==> src/rtl/fios_ctrl_pkg.sv <==
// Shared definitions for the FIOS Montgomery multiplier sequencer.
// Contents:
//   WORD_W    - datapath word width (17 bits)
//   phase_t   - per-PE phase code driven onto the PE chain
//   state_t   - sequencer FSM states
//   ctrl_t    - 4-bit per-PE control word {a_en, m_en, phase}
//   cnt_width - width of the sequencer cycle counter
package fios_ctrl_pkg;

  localparam int WORD_W = 17;

  typedef enum logic [1:0] {
    PH_IDLE  = 2'd0,
    PH_FIRST = 2'd1,
    PH_MID   = 2'd2,
    PH_LAST  = 2'd3
  } phase_t;

  typedef enum logic [2:0] {
    ST_IDLE,
    ST_FEED,
    ST_DRAIN,
    ST_COLLECT,
    ST_DONE
  } state_t;

  typedef struct packed {
    logic   a_en;
    logic   m_en;
    phase_t phase;
  } ctrl_t;

  // The counter restarts on every state entry, so it only has to span the
  // longest single state; sizing it for the whole operation keeps it safe.
  function automatic int cnt_width(input int res_lat, input int words);
    return $clog2(res_lat + words + 2);
  endfunction

endpackage

==> src/rtl/ctrl_delay_chain.sv <==
// Fixed-length delay line for one PE's control word.
// Ports:
//   clock        - system clock
//   reset        - synchronous active-high clear of every stage
//   ctrl_word    - control word of the previous PE
//   delayed_word - the same word DELAY cycles later
module ctrl_delay_chain
  import fios_ctrl_pkg::*;
#(
  parameter int DELAY = 9
) (
  input  logic  clock,
  input  logic  reset,
  input  ctrl_t ctrl_word,
  output ctrl_t delayed_word
);

  generate
    if (DELAY == 0) begin : g_pass
      assign delayed_word = ctrl_word;
    end else begin : g_shift
      ctrl_t stage [DELAY];

      // Stage 0 takes the incoming word; every stage hands its word one step
      // further each cycle. Clearing all stages drops any in-flight pulses.
      always_ff @(posedge clock) begin
        if (reset) begin
          for (int i = 0; i < DELAY; i++) stage[i] <= '0;
        end else begin
          stage[0] <= ctrl_word;
          for (int i = 1; i < DELAY; i++) stage[i] <= stage[i-1];
        end
      end

      assign delayed_word = stage[DELAY-1];
    end
  endgenerate

endmodule

==> src/rtl/fios_mm_ctrl.sv <==
// Sequencer for the cascaded FIOS Montgomery multiplier (EXPAND mode, one PE
// per word of a). Accepts one request, streams b/p words into PE0, staggers
// the per-PE controls down the chain and gathers the result words.
// Optional feature macro: FIOS_CTRL_PERF_CNT_EN (latency counter on
// last_latency_o; tied to 0 when undefined).
// Ports:
//   clock_i, reset_i            - clock, synchronous active-high reset
//   start_i / ready_o           - request handshake (ready_o high in IDLE)
//   a_i, b_i, p_i, p_prime_0_i  - operands, word 0 in the LSBs
//   mm_a_o, mm_p_prime_0_o      - latched a and p' for the datapath
//   mm_b_o, mm_p_o              - b/p word streamed during FEED, else 0
//   a_reg_en_o, m_reg_en_o      - per-PE load pulses
//   phase_o                     - per-PE phase code, 2 bits per PE
//   res_word_i                  - result word from the last PE
//   res_o, done_o               - collected result and its one-cycle strobe
//   busy_o                      - high whenever not IDLE
//   last_latency_o              - cycles from acceptance to done_o
module fios_mm_ctrl
  import fios_ctrl_pkg::*;
#(
  parameter int s        = 8,
  parameter int PE_DELAY = 9,
  parameter int M_OFFSET = 3,
  parameter int RES_LAT  = 76
) (
  input  logic                  clock_i,
  input  logic                  reset_i,
  input  logic                  start_i,
  output logic                  ready_o,
  input  logic [s*WORD_W-1:0]   a_i,
  input  logic [s*WORD_W-1:0]   b_i,
  input  logic [s*WORD_W-1:0]   p_i,
  input  logic [WORD_W-1:0]     p_prime_0_i,
  output logic [s*WORD_W-1:0]   mm_a_o,
  output logic [WORD_W-1:0]     mm_b_o,
  output logic [WORD_W-1:0]     mm_p_o,
  output logic [WORD_W-1:0]     mm_p_prime_0_o,
  output logic [s-1:0]          a_reg_en_o,
  output logic [s-1:0]          m_reg_en_o,
  output logic [2*s-1:0]        phase_o,
  input  logic [WORD_W-1:0]     res_word_i,
  output logic [s*WORD_W-1:0]   res_o,
  output logic                  done_o,
  output logic                  busy_o,
  output logic [15:0]           last_latency_o
);

  localparam int CNT_W     = cnt_width(RES_LAT, s);
  localparam int DRAIN_LEN = RES_LAT - s;
  localparam logic [CNT_W-1:0] WORD_LAST  = CNT_W'(s - 1);
  localparam logic [CNT_W-1:0] DRAIN_LAST = CNT_W'(DRAIN_LEN - 1);

  generate
    if (RES_LAT < s) begin : g_bad_res_lat
      $error("fios_mm_ctrl: RES_LAT must not be smaller than s");
    end
  endgenerate

  state_t state, state_next;
  logic [CNT_W-1:0] cnt, cnt_next;
  logic accept, feeding, feed_start, m_start;

  logic [s*WORD_W-1:0] a_reg, b_shift, p_shift, res_reg;
  logic [WORD_W-1:0]   pp_reg;

  ctrl_t pe0_ctrl;
  ctrl_t pe_ctrl [s];

  assign accept     = (state == ST_IDLE) && start_i;
  assign feeding    = (state == ST_FEED);
  assign feed_start = feeding && (cnt == '0);

  always_ff @(posedge clock_i) begin
    if (reset_i) begin
      state <= ST_IDLE;
      cnt   <= '0;
    end else begin
      state <= state_next;
      cnt   <= cnt_next;
    end
  end

  // The counter restarts on each state entry and indexes the word within
  // FEED and COLLECT. DRAIN is skipped when the result latency equals s.
  always_comb begin
    state_next = state;
    cnt_next   = cnt + 1'b1;
    unique case (state)
      ST_IDLE: begin
        cnt_next = '0;
        if (start_i) state_next = ST_FEED;
      end
      ST_FEED: begin
        if (cnt == WORD_LAST) begin
          cnt_next   = '0;
          state_next = (DRAIN_LEN == 0) ? ST_COLLECT : ST_DRAIN;
        end
      end
      ST_DRAIN: begin
        if (cnt == DRAIN_LAST) begin
          cnt_next   = '0;
          state_next = ST_COLLECT;
        end
      end
      ST_COLLECT: begin
        if (cnt == WORD_LAST) begin
          cnt_next   = '0;
          state_next = ST_DONE;
        end
      end
      ST_DONE: begin
        cnt_next   = '0;
        state_next = ST_IDLE;
      end
      default: begin
        cnt_next   = '0;
        state_next = ST_IDLE;
      end
    endcase
  end

  // b and p are shifted down one word per FEED cycle so the current word is
  // always in the LSBs. Result words land at the slot given by the counter.
  always_ff @(posedge clock_i) begin
    if (reset_i) begin
      a_reg   <= '0;
      b_shift <= '0;
      p_shift <= '0;
      pp_reg  <= '0;
      res_reg <= '0;
    end else begin
      if (accept) begin
        a_reg   <= a_i;
        b_shift <= b_i;
        p_shift <= p_i;
        pp_reg  <= p_prime_0_i;
      end else if (feeding) begin
        b_shift <= b_shift >> WORD_W;
        p_shift <= p_shift >> WORD_W;
      end
      if (state == ST_COLLECT) res_reg[int'(cnt)*WORD_W +: WORD_W] <= res_word_i;
    end
  end

  // m_reg_en of PE0 trails the first feed cycle by M_OFFSET cycles; it runs
  // from its own pipe so it still fires if FEED is shorter than the offset.
  generate
    if (M_OFFSET == 0) begin : g_m_direct
      assign m_start = feed_start;
    end else begin : g_m_pipe
      logic [M_OFFSET-1:0] m_pipe;
      always_ff @(posedge clock_i) begin
        if (reset_i) begin
          m_pipe <= '0;
        end else begin
          m_pipe[0] <= feed_start;
          for (int i = 1; i < M_OFFSET; i++) m_pipe[i] <= m_pipe[i-1];
        end
      end
      assign m_start = m_pipe[M_OFFSET-1];
    end
  endgenerate

  // With s=1 the only word is both first and last; FIRST wins.
  always_comb begin
    pe0_ctrl       = '0;
    pe0_ctrl.m_en  = m_start;
    if (feeding) begin
      pe0_ctrl.a_en = (cnt == '0);
      if (cnt == '0)            pe0_ctrl.phase = PH_FIRST;
      else if (cnt == WORD_LAST) pe0_ctrl.phase = PH_LAST;
      else                       pe0_ctrl.phase = PH_MID;
    end
  end

  assign pe_ctrl[0] = pe0_ctrl;

  generate
    for (genvar k = 1; k < s; k++) begin : g_pe_delay
      ctrl_delay_chain #(
        .DELAY(PE_DELAY)
      ) u_delay (
        .clock       (clock_i),
        .reset       (reset_i),
        .ctrl_word   (pe_ctrl[k-1]),
        .delayed_word(pe_ctrl[k])
      );
    end
    for (genvar k = 0; k < s; k++) begin : g_pe_out
      assign a_reg_en_o[k]      = pe_ctrl[k].a_en;
      assign m_reg_en_o[k]      = pe_ctrl[k].m_en;
      assign phase_o[2*k +: 2]  = pe_ctrl[k].phase;
    end
  endgenerate

  assign ready_o        = (state == ST_IDLE);
  assign busy_o         = (state != ST_IDLE);
  assign done_o         = (state == ST_DONE);
  assign mm_a_o         = a_reg;
  assign mm_p_prime_0_o = pp_reg;
  assign mm_b_o         = feeding ? b_shift[WORD_W-1:0] : '0;
  assign mm_p_o         = feeding ? p_shift[WORD_W-1:0] : '0;
  assign res_o          = res_reg;

`ifdef FIOS_CTRL_PERF_CNT_EN
  logic [15:0] perf_cnt, last_lat;

  // perf_cnt reads 1 in the first busy cycle, so at done_o it holds the
  // number of cycles since acceptance; both counters saturate.
  always_ff @(posedge clock_i) begin
    if (reset_i) begin
      perf_cnt <= '0;
      last_lat <= '0;
    end else begin
      if (accept) perf_cnt <= 16'd1;
      else if (busy_o && perf_cnt != 16'hFFFF) perf_cnt <= perf_cnt + 16'd1;
      if (done_o) last_lat <= perf_cnt;
    end
  end

  assign last_latency_o = last_lat;
`else
  assign last_latency_o = '0;
`endif

endmodule
==> config.mk <==
export PLATFORM = sky130hd
export DESIGN_NAME = fios_mm_ctrl
export DESIGN_NICKNAME = d
export VERILOG_FILES = /design/src/rtl/fios_ctrl_pkg.sv /design/src/rtl/ctrl_delay_chain.sv /design/src/rtl/fios_mm_ctrl.sv
export SDC_FILE = /design/constraint.sdc
export NUM_CORES = 1
export LEC_CHECK = 0
export CAP_MARGIN = 10
export CORE_AREA = 2 2 316 318
export DETAILED_ROUTE_END_ITERATION = 16
export DIE_AREA = 0 0 318 320
export SLEW_MARGIN = 25
export SYNTH_ARGS = -nofsm -noshare
export SYNTH_HDL_FRONTEND = slang
export SYNTH_HIERARCHICAL = 1
export SYNTH_SLANG_ARGS = --single-unit
==> constraint.sdc <==
create_clock -name clock_i -period 2.7 [get_ports clock_i]
set_input_delay 0.405 -clock clock_i [delete_from_list [all_inputs] [get_ports clock_i]]
set_output_delay 0.405 -clock clock_i [all_outputs]
set_load 0.005 [all_outputs]
Word level (Yosys, flattened, before mapping) --
Memories as Yosys holds them, arrays and structs flattened. Cells that the tools add are included. W data, S select, Z words.
Operators by class: $add $sub $neg 2, $mul 1, equality and inequality tests 10, shift operators 2, mux-type cells 85, bitwise logic cells 63, reduce and logical (&&, ||, !) cells 8
Operators by type and width (number):
- $mux W136 | 4
- $mux W4 | 63
- $bwmux W136 | 1
- $shift A17 B33 Y136 const A | 1
- $shiftx A17 B33 Y136 | 1
- $or A1 B1 Y1 | 63
- $mux W17 | 2
- $neg A12 Y33 | 1
- $mux W7 | 2
- $pmux W7 S2 | 1
- $mul A7 B5 Y12 const B | 1
- $mux W3 | 4
- $pmux W3 S4 | 1
- $add A7 B1 Y7 const B | 1
- $eq A7 B3 Y1 const B | 1
- $eq A7 B7 Y1 const B | 1
- $logic_not A7 Y1 | 1
- $eq A3 B2 Y1 const B | 2
- $ne A2 B2 Y1 const B | 3
- $mux W1 | 5
- $mux W2 | 2
- $reduce_and A4 Y1 | 1
- $eq A3 B1 Y1 const B | 1
- $eq A3 B3 Y1 const B | 1
- other kinds (6) | 7
Word-level totals: register bits 574, bits in writable memories 252, word-level logic and storage cells 186, memories 7
Memory list:
- g_pe_delay[1].u_delay.g_shift.stage | words 9, width 4, read ports 9, clocked after Yosys merged registers in 0, write ports 9, RTL line ctrl_delay_chain.sv:22 | ctrl_t stage [DELAY];
- g_pe_delay[2].u_delay.g_shift.stage | words 9, width 4, read ports 9, clocked after Yosys merged registers in 0, write ports 9, RTL line ctrl_delay_chain.sv:22
- g_pe_delay[3].u_delay.g_shift.stage | words 9, width 4, read ports 9, clocked after Yosys merged registers in 0, write ports 9, RTL line ctrl_delay_chain.sv:22
- g_pe_delay[4].u_delay.g_shift.stage | words 9, width 4, read ports 9, clocked after Yosys merged registers in 0, write ports 9, RTL line ctrl_delay_chain.sv:22
- g_pe_delay[5].u_delay.g_shift.stage | words 9, width 4, read ports 9, clocked after Yosys merged registers in 0, write ports 9, RTL line ctrl_delay_chain.sv:22
- g_pe_delay[6].u_delay.g_shift.stage | words 9, width 4, read ports 9, clocked after Yosys merged registers in 0, write ports 9, RTL line ctrl_delay_chain.sv:22
- +1 memories

Logic depth before layout (Yosys ltp) --
depth after elaboration 5, mapped depth 11, depth with buffers taken out 7

By module --
The synthesis kept the hierarchy.
By module, submodules not included:
- fios_mm_ctrl | times used 1, cells each 2598, area an instance 22217.6 um^2
- ctrl_delay_chain | times used 7, cells each 79, area an instance 1024.7 um^2

Least setup slack after synthesis --
OpenSTA, ideal clock, no wires.
kind register -> register, start register cnt[0], end register res_reg[53] (netlist: res_o[53]), setup time 70 ps, arrival time 2547 ps, data required time 2630 ps, path slack 83 ps, cell stages (with the launch flop) 10, path buffers 2, clock period less this slack 2617 ps, cell sequence dfxtp_1 -> buf_2 -> inv_1 -> ha_1 -> or3b_4 -> xnor2_1 -> or4_1 -> clkbuf_1 -> or4_1 -> a21oi_1
Between the ends: cells in the longest elaborated chain, start to end 4
RTL lines:
- start: declaration | RTL line fios_mm_ctrl.sv:60 | logic [CNT_W-1:0] cnt, cnt_next;
- start signal: assignment | RTL line fios_mm_ctrl.sv:79 | cnt <= cnt_next;
- $mul A7 B5 Y12 * | RTL line fios_mm_ctrl.sv:141 | if (state == ST_COLLECT) res_reg[int'(cnt)*WORD_W +: WORD_W] <= res_word_i;
- $neg A12 Y33 * | RTL line fios_mm_ctrl.sv:141
- $shiftx A17 B33 Y136 or $shift A17 B33 Y136 (tied branches) | RTL line fios_mm_ctrl.sv:141
- $bwmux W136 * | RTL line fios_mm_ctrl.sv:141
- end signal: indexed assignment | RTL line fios_mm_ctrl.sv:141
- end: declaration | RTL line fios_mm_ctrl.sv:63 | logic [s*WORD_W-1:0] a_reg, b_shift, p_shift, res_reg;
Every way passes the cells marked *; elsewhere a longest branch is shown, timed or not. A chain may end at the register's enable or synchronous reset.

Worst setup path in the final report --
start register state[1], end output port mm_b_o[3]
Between the ends: cells in the longest elaborated chain, start to end 2
RTL lines:
- start: declaration | RTL line fios_mm_ctrl.sv:59 | state_t state, state_next;
- start signal: assignment | RTL line fios_mm_ctrl.sv:78 | state <= state_next;
- $eq A3 B1 Y1 | RTL line fios_mm_ctrl.sv:70 | assign feeding = (state == ST_FEED);
- $mux W17 | RTL line fios_mm_ctrl.sv:201 | assign mm_b_o = feeding ? b_shift[WORD_W-1:0] : '0;
- end: declaration | RTL line fios_mm_ctrl.sv:35 | output logic [WORD_W-1:0] mm_b_o,
No other way between the ends.

==> summary.md <==
| Metric | Value |
|---|---|
| Post-synth EDFFs | `0` |
| Routability Congestion | `~0.85` |
| Largest net degree at the start of global routing | `about 120` |
| Cells after DPL | `just over 5000` |
| MaxCap Viol Count | `0` |
| Clock Skews | `0.0199 ns` |
| CP most frequent cell | `buf_12` |
| Antenna Nets Post-Route | `0` |
| Fmax achieved | `0.386 GHz` |
| Drt initial violations | `1866` |
| Initial antenna violation count | `20` |
| H-tree levels | `3` |
| Slowest CP cell | `dfxtp_4` |
| Fin crit period | `2.59 ns` |
| Worst stage delay on the critical path | `0.36 ns` |
| GRT Total Usage | `a little under a fifth` |
| Fin Setup TNS | `0 ns` |
| Vias | `24600` |
| Layout cells sized above 1 | `just over 9%` |
| WS Path Type | `reg2out` |
| Worst setup EP type | `output pin` |
| # setup viols final | `0` |
| Final nets | `roughly 4300` |
| Drt wl/cell | `about 19 um` |
| Fin. Hold Viols | `0` |
| Family with the most delay on the worst path | `buffers and inverters` |
| Syn_area_per_cell | `9.33 sq um` |
| Fin area | `42300 sq um` |
| Synth Flop Type | `dfxtp_1` |
| Core ar. | `98000 sq um` |
| DRC viols | `0` |
| Netlist cell types | `52` |
| Final Cycle Share | `between 90% and 100%` |
| Root Driver | `clkbuf_16` |
| Longest Clk Path Bufs | `3` |
| Critical Path AT | `approximately 2.2 ns` |
| DIE HEIGHT | `320 um` |
| Hold buffers post-CTS | `0` |
| First-pass GRT wire length | `approximately 150000 um` |
| Slew Viols, Final | `0` |
| Die ar. | `102000 sq um` |
| Number of global-route vias before repair | `roughly 24000` |
| Leakage | `15.8 nW` |
| Top cells by area, synth | `dfxtp_1, nand2_1, a21oi_1` |
| Yosys top cell area share | `56.3%` |
| Worst setup SP type | `flip-flop` |
| Overflow after GRT | `0` |
| Cell Area, Placed | `38700 sq um` |
| WP buf/inv | `5` |
| Worst setup margin | `0.109 ns` |
| Fillers | `9603` |
| Register area share after synthesis | `56.3%` |
| I/O pin cnt | `approximately 820` |
| Final non-filler cell total | `5260` |
| Pre-CTS WS | `around 0.26 ns` |
| Worst Path Required | `2.30 ns` |
| Yosys reg bits | `826` |
| Clk sinks | `826` |
| Routed wire length | `100000 um` |
| Outcome | `finished clean` |
| Asr flop ratio synth | `0%` |
| Worst vdd ir | `0.000481 V` |
| Worst skew pair latency | `0.66 ns` |
| Row count | `roughly 120` |
| Die width | `318 um` |
| CP Max Fanout | `6` |
| DP HPWL | `slightly above 70000 um` |
| Slew Limit Headroom | `about half` |
| Tightest Pin Transition | `0.732 ns` |
| Synth area leader | `dfxtp_1` |
| Synthesized area | `29400 sq um` |
| CTS buffer count | `91` |
| Clock slew at reported path FFs | `0.06 ns` |
| CP cell instances | `nor3_4 -> buf_12 -> buf_16 -> buf_6 -> buf_12 -> and2_1 -> dlygate4sd2_1` |
| Syn Inst Count | `3151` |
| DRT Pass-1 Iters | `6` |
| Port Buffer Count | `802` |
| CTS tree | `built` |
| PwrDens | `695 nW/um^2` |
| Vias per cell | `4.68` |
| Area Growth Syn to Fin | `43.8%` |
| Initial Util | `30.0%` |
| Total number of yosys warnings | `6` |
| Worst hold path type | `in2reg` |
[final timing paths]
check	startpoint	end	slack [ns]	cells past startpoint
worst max register to register	cnt[1]$_SDFF_PP0_	res_o[57]$_SDFFE_PP0P_	0.29	7
worst min-delay path	reset_i	g_pe_delay[3].u_delay/g_shift.stage[0][15]$_SDFF_PP0_	0.24	2
worst min register to register	g_pe_delay[5].u_delay/g_shift.stage[0][11]$_SDFF_PP0_	g_pe_delay[5].u_delay/g_shift.stage[0][15]$_SDFF_PP0_	0.42	1
worst max-delay path	state[1]$_SDFFE_PP0P_	mm_b_o[3]	0.11	7
[synth_stat cells (24+ instances only)]
cell type and instances:
nor2_1 91, nand2b_1 72, a21oi_1 424, o21ai_0 52, buf_4 47, a22oi_1 254
clkbuf_1 207, and2_1 36, and2b_2 42, nor2b_1 216, or4_1 29, buf_6 28
mux2i_1 87, inv_1 24, nand2_1 603, dfxtp_1 826
[sequential cells by signal, summed over array words and instances, names as in the netlist]
signal,cells
b_shift,136
cnt,7
g_m_pipe.m_pipe,3
g_pe_delay.u_delay/g_shift.stage,252
mm_a_o,136
mm_p_prime_0_o,17
p_shift,136
res_o,136
state,3
[routing by layer]
layer | share of wire (%) | vias to the layer above | GRT usage (%)
li1 | - | 12100 | -
met3 | 6.9 | 163 | 5.69
met1 | 41 | 11700 | 22.8
met5 | 0.079 | - | 0
met4 | 2.9 | 12 | 6.56
met2 | 49 | 690 | 31.8
[power by group]
group | internal [W] | leakage, nW | switching, W | total, W
clock | 0.00802 | 1.59 | 0.00523 | 0.0132
combinational | 0.00161 | 7.46 | 0.00162 | 0.00323
sequential | 0.0127 | 6.72 | 0.000258 | 0.0129
total | 0.0223 | 15.8 | 0.00710 | 0.0294
[worst reg2reg max path, stage by stage, from the launching register on]
cell and delay [ns]:
dfxtp_2 0.34, inv_1 0.06, ha_1 0.14, or3b_4 0.42, xnor2_1 0.15, or4_1 0.62
or4_1 0.46, a21oi_1 0.15
[cells by family (layout without fill, tap and decap cells)]
| kind of cell | after synthesis | after routing | share of synthesized area (%) |
|---|---|---|---|
| XOR/XNOR | 8 | 8 | 0.238 |
| multiplexers | 88 | 88 | 3.00 |
| AND/OR/NAND/NOR | 1144 | 1144 | 19.3 |
| adder cells (fa/ha/maj) | 2 | 2 | 0.0851 |
| AO/OA/AOI/OAI | 758 | 758 | 15.4 |
| other | 1 | 29 | 0.0128 |
| buffers and inverters | 324 | 1118 | 5.67 |
| flip-flops | 826 | 826 | 56.3 |
[metrics by stage]
| stage | total power, W | util [%] | hold slack, ns |
|---|---|---|---|
| after global routing | 0.0306 | 43.1 | 0.242 |
| after floorplan | 0.0145 | - | 0.414 |
| after global placement | 0.0163 | 39.4 | 0.415 |
| after CTS | 0.0298 | 43.1 | 0.209 |
| final | 0.0294 | 43.1 | 0.237 |
| after detailed placement | 0.0163 | 39.4 | 0.420 |
[final cells by class]
cell class | count | area, sq um | share of cell area [%]
Sequential cell | 826 | 16500 | 39.1
Multi-Input combinational cell | 2016 | 11300 | 26.8
Clock buffer | 130 | 2650 | 6.26
Inverter | 24 | 90.1 | 0.213
Timing Repair Buffer | 927 | 9450 | 22.4
Antenna cell | 13 | 32.5 | 0.0770
Clock inverter | 37 | 576 | 1.36
Tap cell | 1287 | 1610 | 3.81
[placed cells by master (no fill, tap or decap), drive strengths merged, types with 3 or more instances in the layout]
master,instances
nand4,8
nor2b,216
dlymetal6s2s,4
conb,16
mux2i,87
dlygate4sd2,21
clkbuf,140
o21ai,54
nand3,3
clkdlybuf4s50,762
and2,36
diode,13
xor2,4
nand2b,72
buf,126
nor4,5
or3,4
a311oi,18
xnor2,4
dfxtp,826
inv,30
and2b,42
nor3,8
nand2,603
or4b,16
bufinv,12
or4,29
o311a,3
a21oi,424
clkinv,17
nor2,91
a22oi,254
[repair_timing]
action | CTS | global route
resized for setup | 75 | 29
setup buffers | 18 | 6
cloned | 5 | 0
pin swaps | 2 | 1
endpoints found under the setup margin | 39 | 28
(Power assumes the default switching activity.)
